==> src/rtl/conv_window_scheduler_pkg.sv <==
// Shared types and helpers for the convolution window scheduler.
package conv_pkg;

    typedef enum logic [2:0] {
        IDLE,
        LOAD,
        FIRE,
        WAIT,
        WRITE,
        DONE
    } sched_state_t;

    function automatic int unsigned out_dim(
        input int unsigned size,
        input int unsigned sizeker,
        input int unsigned stride
    );
        return (size - sizeker) / stride + 1;
    endfunction

endpackage

==> src/rtl/conv_window_scheduler_counter.sv <==
// Raster (row, col) output-position counter; col runs fastest, last flags the final position.
module window_index_counter
    import conv_pkg::*;
#(
    parameter int unsigned OUT_DIM = 5,
    parameter int unsigned IDX_W   = 8
) (
    input  logic             clock,
    input  logic             reset,
    input  logic             clear,
    input  logic             advance,
    output logic [IDX_W-1:0] row,
    output logic [IDX_W-1:0] col,
    output logic             last
);

    localparam logic [IDX_W-1:0] MAX_IDX = IDX_W'(OUT_DIM - 1);

    always_ff @(posedge clock or posedge reset) begin
        if (reset) begin
            row <= '0;
            col <= '0;
        end else if (clear) begin
            row <= '0;
            col <= '0;
        end else if (advance) begin
            if (col == MAX_IDX) begin
                col <= '0;
                row <= row + IDX_W'(1);
            end else begin
                col <= col + IDX_W'(1);
            end
        end
    end

    always_comb begin
        last = (row == MAX_IDX) && (col == MAX_IDX);
    end

endmodule

==> src/rtl/conv_window_scheduler.sv <==
// Sequences a shared conv engine over all output positions of one layer pass.
// Define CONV_SCHED_RELU_EN to clamp negative engine results to zero on capture.
module conv_window_scheduler
    import conv_pkg::*;
#(
    parameter int unsigned SIZE      = 7,
    parameter int unsigned SIZEKER   = 3,
    parameter int unsigned STRIDE    = 1,
    parameter int unsigned WIDTH_BIT = 8,
    parameter int unsigned IDX_W     = 8
) (
    input  logic                        clock,
    input  logic                        reset,
    input  logic                        start,
    output logic                        busy,
    output logic                        done,
    output logic [IDX_W-1:0]            win_row,
    output logic [IDX_W-1:0]            win_col,
    output logic                        eng_load,
    output logic                        eng_start,
    input  logic                        eng_valid,
    input  logic signed [WIDTH_BIT-1:0] eng_result,
    output logic                        out_we,
    output logic [IDX_W-1:0]            out_row,
    output logic [IDX_W-1:0]            out_col,
    output logic signed [WIDTH_BIT-1:0] out_data,
    input  logic                        out_ready
);

    localparam int unsigned      OUT_DIM = out_dim(SIZE, SIZEKER, STRIDE);
    localparam logic [IDX_W-1:0] STEP    = IDX_W'(STRIDE);

    sched_state_t                state;
    logic signed [WIDTH_BIT-1:0] result;
    logic signed [WIDTH_BIT-1:0] captured;
    logic [IDX_W-1:0]            idx_i;
    logic [IDX_W-1:0]            idx_j;
    logic                        idx_last;
    logic                        cnt_clear;
    logic                        cnt_advance;

    // Indices return to zero at pass end so an idle scheduler presents origin (0,0).
    always_comb begin
        cnt_clear   = ((state == IDLE) && start) || (state == DONE);
        cnt_advance = (state == WRITE) && out_ready && !idx_last;
    end

    window_index_counter #(
        .OUT_DIM (OUT_DIM),
        .IDX_W   (IDX_W)
    ) u_index (
        .clock   (clock),
        .reset   (reset),
        .clear   (cnt_clear),
        .advance (cnt_advance),
        .row     (idx_i),
        .col     (idx_j),
        .last    (idx_last)
    );

    always_comb begin
`ifdef CONV_SCHED_RELU_EN
        captured = eng_result[WIDTH_BIT-1] ? '0 : eng_result;
`else
        captured = eng_result;
`endif
    end

    always_ff @(posedge clock or posedge reset) begin
        if (reset) begin
            state     <= IDLE;
            result    <= '0;
            busy      <= 1'b0;
            done      <= 1'b0;
            eng_load  <= 1'b0;
            eng_start <= 1'b0;
            out_we    <= 1'b0;
        end else begin
            case (state)
                IDLE: begin
                    if (start) begin
                        state    <= LOAD;
                        busy     <= 1'b1;
                        eng_load <= 1'b1;
                    end
                end
                LOAD: begin
                    state     <= FIRE;
                    eng_load  <= 1'b0;
                    eng_start <= 1'b1;
                end
                FIRE: begin
                    state     <= WAIT;
                    eng_start <= 1'b0;
                end
                WAIT: begin
                    if (eng_valid) begin
                        state  <= WRITE;
                        result <= captured;
                        out_we <= 1'b1;
                    end
                end
                WRITE: begin
                    if (out_ready) begin
                        out_we <= 1'b0;
                        if (idx_last) begin
                            state <= DONE;
                            done  <= 1'b1;
                        end else begin
                            state    <= LOAD;
                            eng_load <= 1'b1;
                        end
                    end
                end
                DONE: begin
                    state <= IDLE;
                    done  <= 1'b0;
                    busy  <= 1'b0;
                end
                default: begin
                    state <= IDLE;
                end
            endcase
        end
    end

    always_comb begin
        win_row  = idx_i * STEP;
        win_col  = idx_j * STEP;
        out_row  = idx_i;
        out_col  = idx_j;
        out_data = result;
    end

endmodule
==> config.mk <==
export PLATFORM = sky130hd
export DESIGN_NAME = conv_window_scheduler
export DESIGN_NICKNAME = d
export VERILOG_FILES = /design/src/rtl/conv_window_scheduler_pkg.sv /design/src/rtl/conv_window_scheduler_counter.sv /design/src/rtl/conv_window_scheduler.sv
export SDC_FILE = /design/constraint.sdc
export NUM_CORES = 1
export LEC_CHECK = 0
export CELL_PAD_IN_SITES_DETAIL_PLACEMENT = 0
export CELL_PAD_IN_SITES_GLOBAL_PLACEMENT = 2
export CORE_MARGIN = 2
export CORE_UTILIZATION = 27
export DETAILED_ROUTE_END_ITERATION = 8
export GPL_TIMING_DRIVEN = 0
export PLACE_DENSITY_LB_ADDON = 0.08
export SLEW_MARGIN = 20
export SYNTH_ARGS = -nofsm -noshare
export SYNTH_HDL_FRONTEND = slang
export SYNTH_SLANG_ARGS = --single-unit
==> constraint.sdc <==
create_clock -name clock -period 1.93 [get_ports clock]
set_input_delay 0.579 -clock clock [delete_from_list [all_inputs] [get_ports clock]]
set_output_delay 0.579 -clock clock [all_outputs]
set_load 0.02 [all_outputs]
Yosys cells after proc, flatten, opt, wreduce, memory -nomap -nowiden
Cells that the tools add are included.

Register bits: 32. Latch bits: 0. Memory bits (writable): 0. Memory bits (read-only): 0. Input port bits: 13. Output and inout port bits: 45. Word-level logic and storage cells: 67. Memories kept: 0.

$add $sub $neg: 2. Multiply operators: 0. Div/mod/pow operators: 0. Magnitude comparators: 0. Equal/unequal tests: 12. Shifts and indexed selects: 0. Muxes and demuxes: 23. Bitwise operators: 0. Reduce and logical (&&, ||, !) cells: 21.

Operators by type and width (number): $mux 8 (6); $add 8x1->8 const B (2); $eq 8x3->1 const B (2); $pmux 3 s5 (1); $mux 3 (4); $reduce_bool 2->1 (6); $ne 2x2->1 const B (5); $reduce_and 3->1 (3); $pmux 1 s2 (4); $mux 1 (7); $eq 3x2->1 const B (2); $eq 3x3->1 const B (2); $reduce_and 2->1 (3); $logic_and 1x1->1 (4); $reduce_and 4->1 (1); $eq 3x1->1 const B (1); $logic_not 3->1 (1); $pmux 1 s3 (1); $reduce_bool 3->1 (1); $logic_not 1->1 (1); $logic_or 1x1->1 (1).

Logic depth before layout (Yosys ltp)
Depth in word-level cells: 6. Mapped depth: 7.

Modules after synthesis
Synthesis repeated with hierarchy kept, for this count alone.

Cell total of the unflattened synthesis: 173. Area total of the unflattened synthesis: 1799.2 um^2.

By module, submodules not included: window_index_counter (instances 1, cells each 95, area each 938.4 um^2); conv_window_scheduler (instances 1, cells each 78, area each 860.8 um^2).

Worst setup path after synthesis
No wires, ideal clock.

Path type: register -> register. Start point: reg u_index.row[0]. End point: reg u_index.row[1]. Arrival: 1.758 ns. Setup slack: 0.039 ns. Cell stages (with the launch flop): 7. Period minus slack after synthesis: 1.891 ns. Cells stage by stage: dfrtp_1 > inv_1 > ha_1 > or4b_4 > o2111ai_2 > mux2i_1 > nor2_1.

Cells in the longest elaborated chain, start to end: 6. Elaborated cells on any way between the ends: 10. Classes of those cells: add/sub (1); eq/ne (1); mux (3); reduce/logical (5).

Ends and longest elaborated chain: start, declared (RTL line conv_window_scheduler_counter.sv:12) `output logic [IDX_W-1:0] row,`; start signal, assigned (RTL line conv_window_scheduler_counter.sv:29) `row <= row + IDX_W'(1);`; branches (longest 6 deep; another with $add 8x1->8).

Several ways; the timed one is not identified. The select of a mux whose other input is x is not followed. A chain may end at the register's enable or synchronous reset.

Worst setup path after layout
Start point: reg u_index.col[1]. End point: reg u_index.row[5].

Cells in the longest elaborated chain, start to end: 6. Elaborated cells on any way between the ends: 7. Classes of those cells: eq/ne (1); reduce/logical (6).

Ends and longest elaborated chain: start, declared (RTL line conv_window_scheduler_counter.sv:13) `output logic [IDX_W-1:0] col,`; start signal, assigned (RTL line conv_window_scheduler_counter.sv:31) `col <= col + IDX_W'(1);`; $eq 8x3->1 (*) (RTL line conv_window_scheduler_counter.sv:27, conv_window_scheduler_counter.sv:37); $logic_and 1x1->1 (RTL line conv_window_scheduler_counter.sv:37) `last = (row == MAX_IDX) && (col == MAX_IDX);`; $logic_not 1->1 (RTL line conv_window_scheduler.sv:45) `cnt_advance = (state == WRITE) && out_ready && !idx_last;`; $logic_and 1x1->1 (RTL line conv_window_scheduler.sv:45); $reduce_bool 2->1 (no source line); $reduce_and 2->1 (no source line) (*).

Mark *: on every way between the ends. The rest lies on a longest branch, timed or not.

==> flow_metrics.py <==
metrics = {
    "logic_synthesis": {
        "synth_commonest_cells": "32 x dfrtp_1, 17 x buf_4, 11 x a21oi_1",
        "synth.cell_area_um2": 1780,
        "synth_flop_cell": "dfrtp_1",
        "synth_nets": 194,
        "synth_edf_count": 0,
        "synth_warnings": 0,
        "synth_top_area_frac": 0.449,
        "netlist.top_cell.by_area": "dfrtp_1",
        "synth.avg_cell_area_um2": 10.1,
        "synth-seq-area-share": 0.449,
        "netlist_instances": 177,
        "ys_ff_latch": 32,
        "async_flop_share": 1.00,
        "ys_types": 42,
        "synth_area_leaders": "dfrtp_1 45%, buf_4 7.2%, mux2_2 5.1%",
        "synth.most_common_cell": "dfrtp_1",
    },
    "cts": {
        "root_buffer": "clkbuf_8",
        "cts_sinks": 32,
        "h-tree-depth": 2,
        "clk_pin_slew_worst_paths_ns": 0.07,
        "cts_hold_buf": 0,
        "cts_tree": "done",
        "insertion_delay_ns": 0.29,
        "cts_made_buffers": 5,
        "clk_path_buf_depth": 2,
    },
    "placed_design": {
        "placement.cell_area_um2": 2450,
        "io_buffer_count": 57,
        "place_congestion": 0.765,
        "dp.cells": 311,
        "dpl.hpwl_um": 3230,
    },
    "finish": {
        "finish.instance_area_um2": 2750,
        "multi_input_area_um2": 862,
        "final_nets": 270,
        "antenna_cells": 0,
        "seq_area_um2": 817,
        "fillers": 652,
        "layout-drive-gt1-share": 0.315,
        "stdcell_count": 331,
        "post-route-util": 0.430,
        "area_growth_pct": 54.1,
    },
    "sta": {
        "timing.fmax_ghz": 0.534,
        "setup_viol": 0,
        "fin_skew_ns": 0.00940,
        "finalCritPeriodShare": 0.971,
        "final_max_slew_viol_count": 0,
        "min_period_ns": 1.87,
        "hold_viol": 0,
        "maxSlewHeadroom": 0.527,
        "tightest_slew_ns": 0.708,
    },
    "die": {
        "die_w_um": 85.3,
        "start_util": 0.279,
        "fp.dieH_um": 85.3,
        "dieArea_um2": 7270,
        "row_count": 29,
        "core_um2": 6390,
        "io_pins": 58,
    },
    "worst_setup_path": {
        "reg2reg_slack_ns": 0.06,
        "critPathKind": "reg2reg",
        "rr_startpoint": "u_index.col[1]$_DFFE_PP0P_",
        "end_kind": "flip-flop",
        "startpoint_type": "flip-flop",
        "r2r_end": "u_index.row[5]$_DFFE_PP0P_",
        "arrival_ns": 2.09,
        "reg2reg_depth": 7,
        "crit_required_ns": 2.14,
        "crit_fanout": 7,
    },
    "min_path": {
        "hold_start": "out_data[3]$_DFFE_PP0P_",
        "holdPathStages": 1,
        "min_path_type": "reg2reg",
        "hold_path_end": "out_data[3]$_DFFE_PP0P_",
    },
    "pwr": {
        "switching_share": 0.337,
        "finalPower_mw": 2.65,
        "p_int_mw": 1.75,
        "cellPowerDensity_nw_per_um2": 964,
        "p_leak_nw": 1.40,
        "power_frac_seq": 0.345,
        "power.switching_mw": 0.893,
        "combPwrFrac": 0.380,
        "vdd_drop_max_uv": 493,
        "power_frac_clock": 0.275,
    },
    "run_status": {
        "status": "finished, final reports clean",
    },
    "global_routing": {
        "grt_pass1_vias": 1512,
        "overflow": 0,
        "grtUsageTotal": 0.130,
        "grt_pass1_wl_um": 7520,
        "antenna_found_initial": 0,
        "grt_max_degree": 33,
    },
    "run": {
        "drv_cap": 0,
    },
    "detailed_routing": {
        "wl_um": 4590,
        "drtIter0Drc": 39,
        "wl_per_cell_um": 13.9,
        "first_pass_iters": 4,
        "dr_total_vias": 1591,
        "avgViaCountPerCell": 4.81,
        "drc": 0,
        "final_antenna_net_count": 0,
    },
}
-- sequential cells by signal, summed over array words and instances, names as in the netlist --
signal / count
eng_load: 1
state: 3
done: 1
eng_start: 1
out_we: 1
u_index.row: 8
u_index.col: 8
out_data: 8
busy: 1
-- how the worst max path moves through the flow --
| stage | start | end | slack [ns] |
|---|---|---|---|
| 6_report | u_index.col[1]$_DFFE_PP0P_ | u_index.row[5]$_DFFE_PP0P_ | 0.06 |
| 4_1_cts | u_index.col[0]$_DFFE_PP0P_ | u_index.row[6]$_DFFE_PP0P_ | 0.003 |
| 2_1_floorplan | u_index.row[0]$_DFFE_PP0P_ | u_index.row[1]$_DFFE_PP0P_ | 0.04 |
| 3_5_place_dp | out_ready | u_index.row[4]$_DFFE_PP0P_ | -0.55 |
| 5_1_grt | u_index.col[1]$_DFFE_PP0P_ | u_index.row[5]$_DFFE_PP0P_ | -0.01 |
| 3_3_place_gp | out_ready | u_index.row[4]$_DFFE_PP0P_ | -0.50 |
-- layout make-up --
| cell class | instances | share of cell area |
|---|---|---|
| multi-input cells | 114 | 0.314 |
| flip-flops and latches | 32 | 0.297 |
| repair buffers | 69 | 0.237 |
| plain buffers | 22 | 0.0583 |
| clock buffers | 7 | 0.0351 |
| well taps | 77 | 0.0351 |
| inverters | 9 | 0.0123 |
| clock inverters | 1 | 0.0109 |
-- repair_timing --
item / in CTS / in global routing
setup endpoints to repair: 43 / 30
pin swaps: 1 / 8
gates resized for setup: 39 / 23
setup buffers: 4 / 8
endpoints found under the hold margin: 0 / 0
-- critical path, cell delays in order (launching register included) --
cell	delay (ns)
dfrtp_2	0.44
inv_1	0.11
ha_4	0.13
and4bb_4	0.28
nand2_4	0.07
buf_6	0.14
or4_4	0.51
a21oi_2	0.14
-- cells by family (layout without fill, tap and decap cells) --
kind of cell / Yosys count / count (layout) / synth area share
fa+ha+maj: 4 / 4 / 0.0281
buf+inv: 31 / 108 / 0.107
xor+xnor: 3 / 3 / 0.0147
mux: 11 / 11 / 0.0674
compound gates: 40 / 40 / 0.142
flops: 32 / 32 / 0.449
simple gates: 56 / 56 / 0.192
-- through the flow --
stage	setup TNS, ns	hold WS, ns	worst slack [ns]
finish	0	0.506	0.0562
global placement	-12.86	0.488	-0.501
global route	-0.0232	0.516	-0.0112
detailed placement	-6.95	0.491	-0.553
CTS	0	0.510	0.00334
floorplan	0	0.577	0.0392
-- per-layer routing --
metal / wire (µm) / GRT usage
met1: 2040 / 0.170
met2: 2310 / 0.210
met3: 183 / 0.0360
met4: 57 / 0.0418
met5: 0 / 0
-- power by group through the flow --
stage,Sequential (mW),Clock (mW),Combinational (mW)
3_3_place_gp,0.919,0,0.960
2_1_floorplan,1.07,0,0.408
5_1_grt,0.932,0.782,1.09
4_1_cts,0.914,0.748,0.987
3_5_place_dp,0.922,0,0.968
6_report,0.914,0.727,1.01
-- cells in the final DEF (no fill, tap or decap), drive strengths merged, types with 3 or more instances in the layout --
| cell type | count |
|---|---|
| buf | 32 |
| dfrtp | 32 |
| clkdlybuf4s50 | 26 |
| dlygate4sd2 | 24 |
| a21oi | 12 |
| o21ai | 11 |
| nor2 | 10 |
| nand3 | 10 |
| nand2 | 10 |
| clkbuf | 9 |
| inv | 9 |
| mux2 | 8 |
| dlymetal6s2s | 7 |
| o31ai | 6 |
| or4 | 5 |
| nand4 | 4 |
| a31oi | 4 |
| ha | 4 |
| and3 | 3 |
| mux2i | 3 |
No activity file was read; power rests on OpenSTA's default activity.
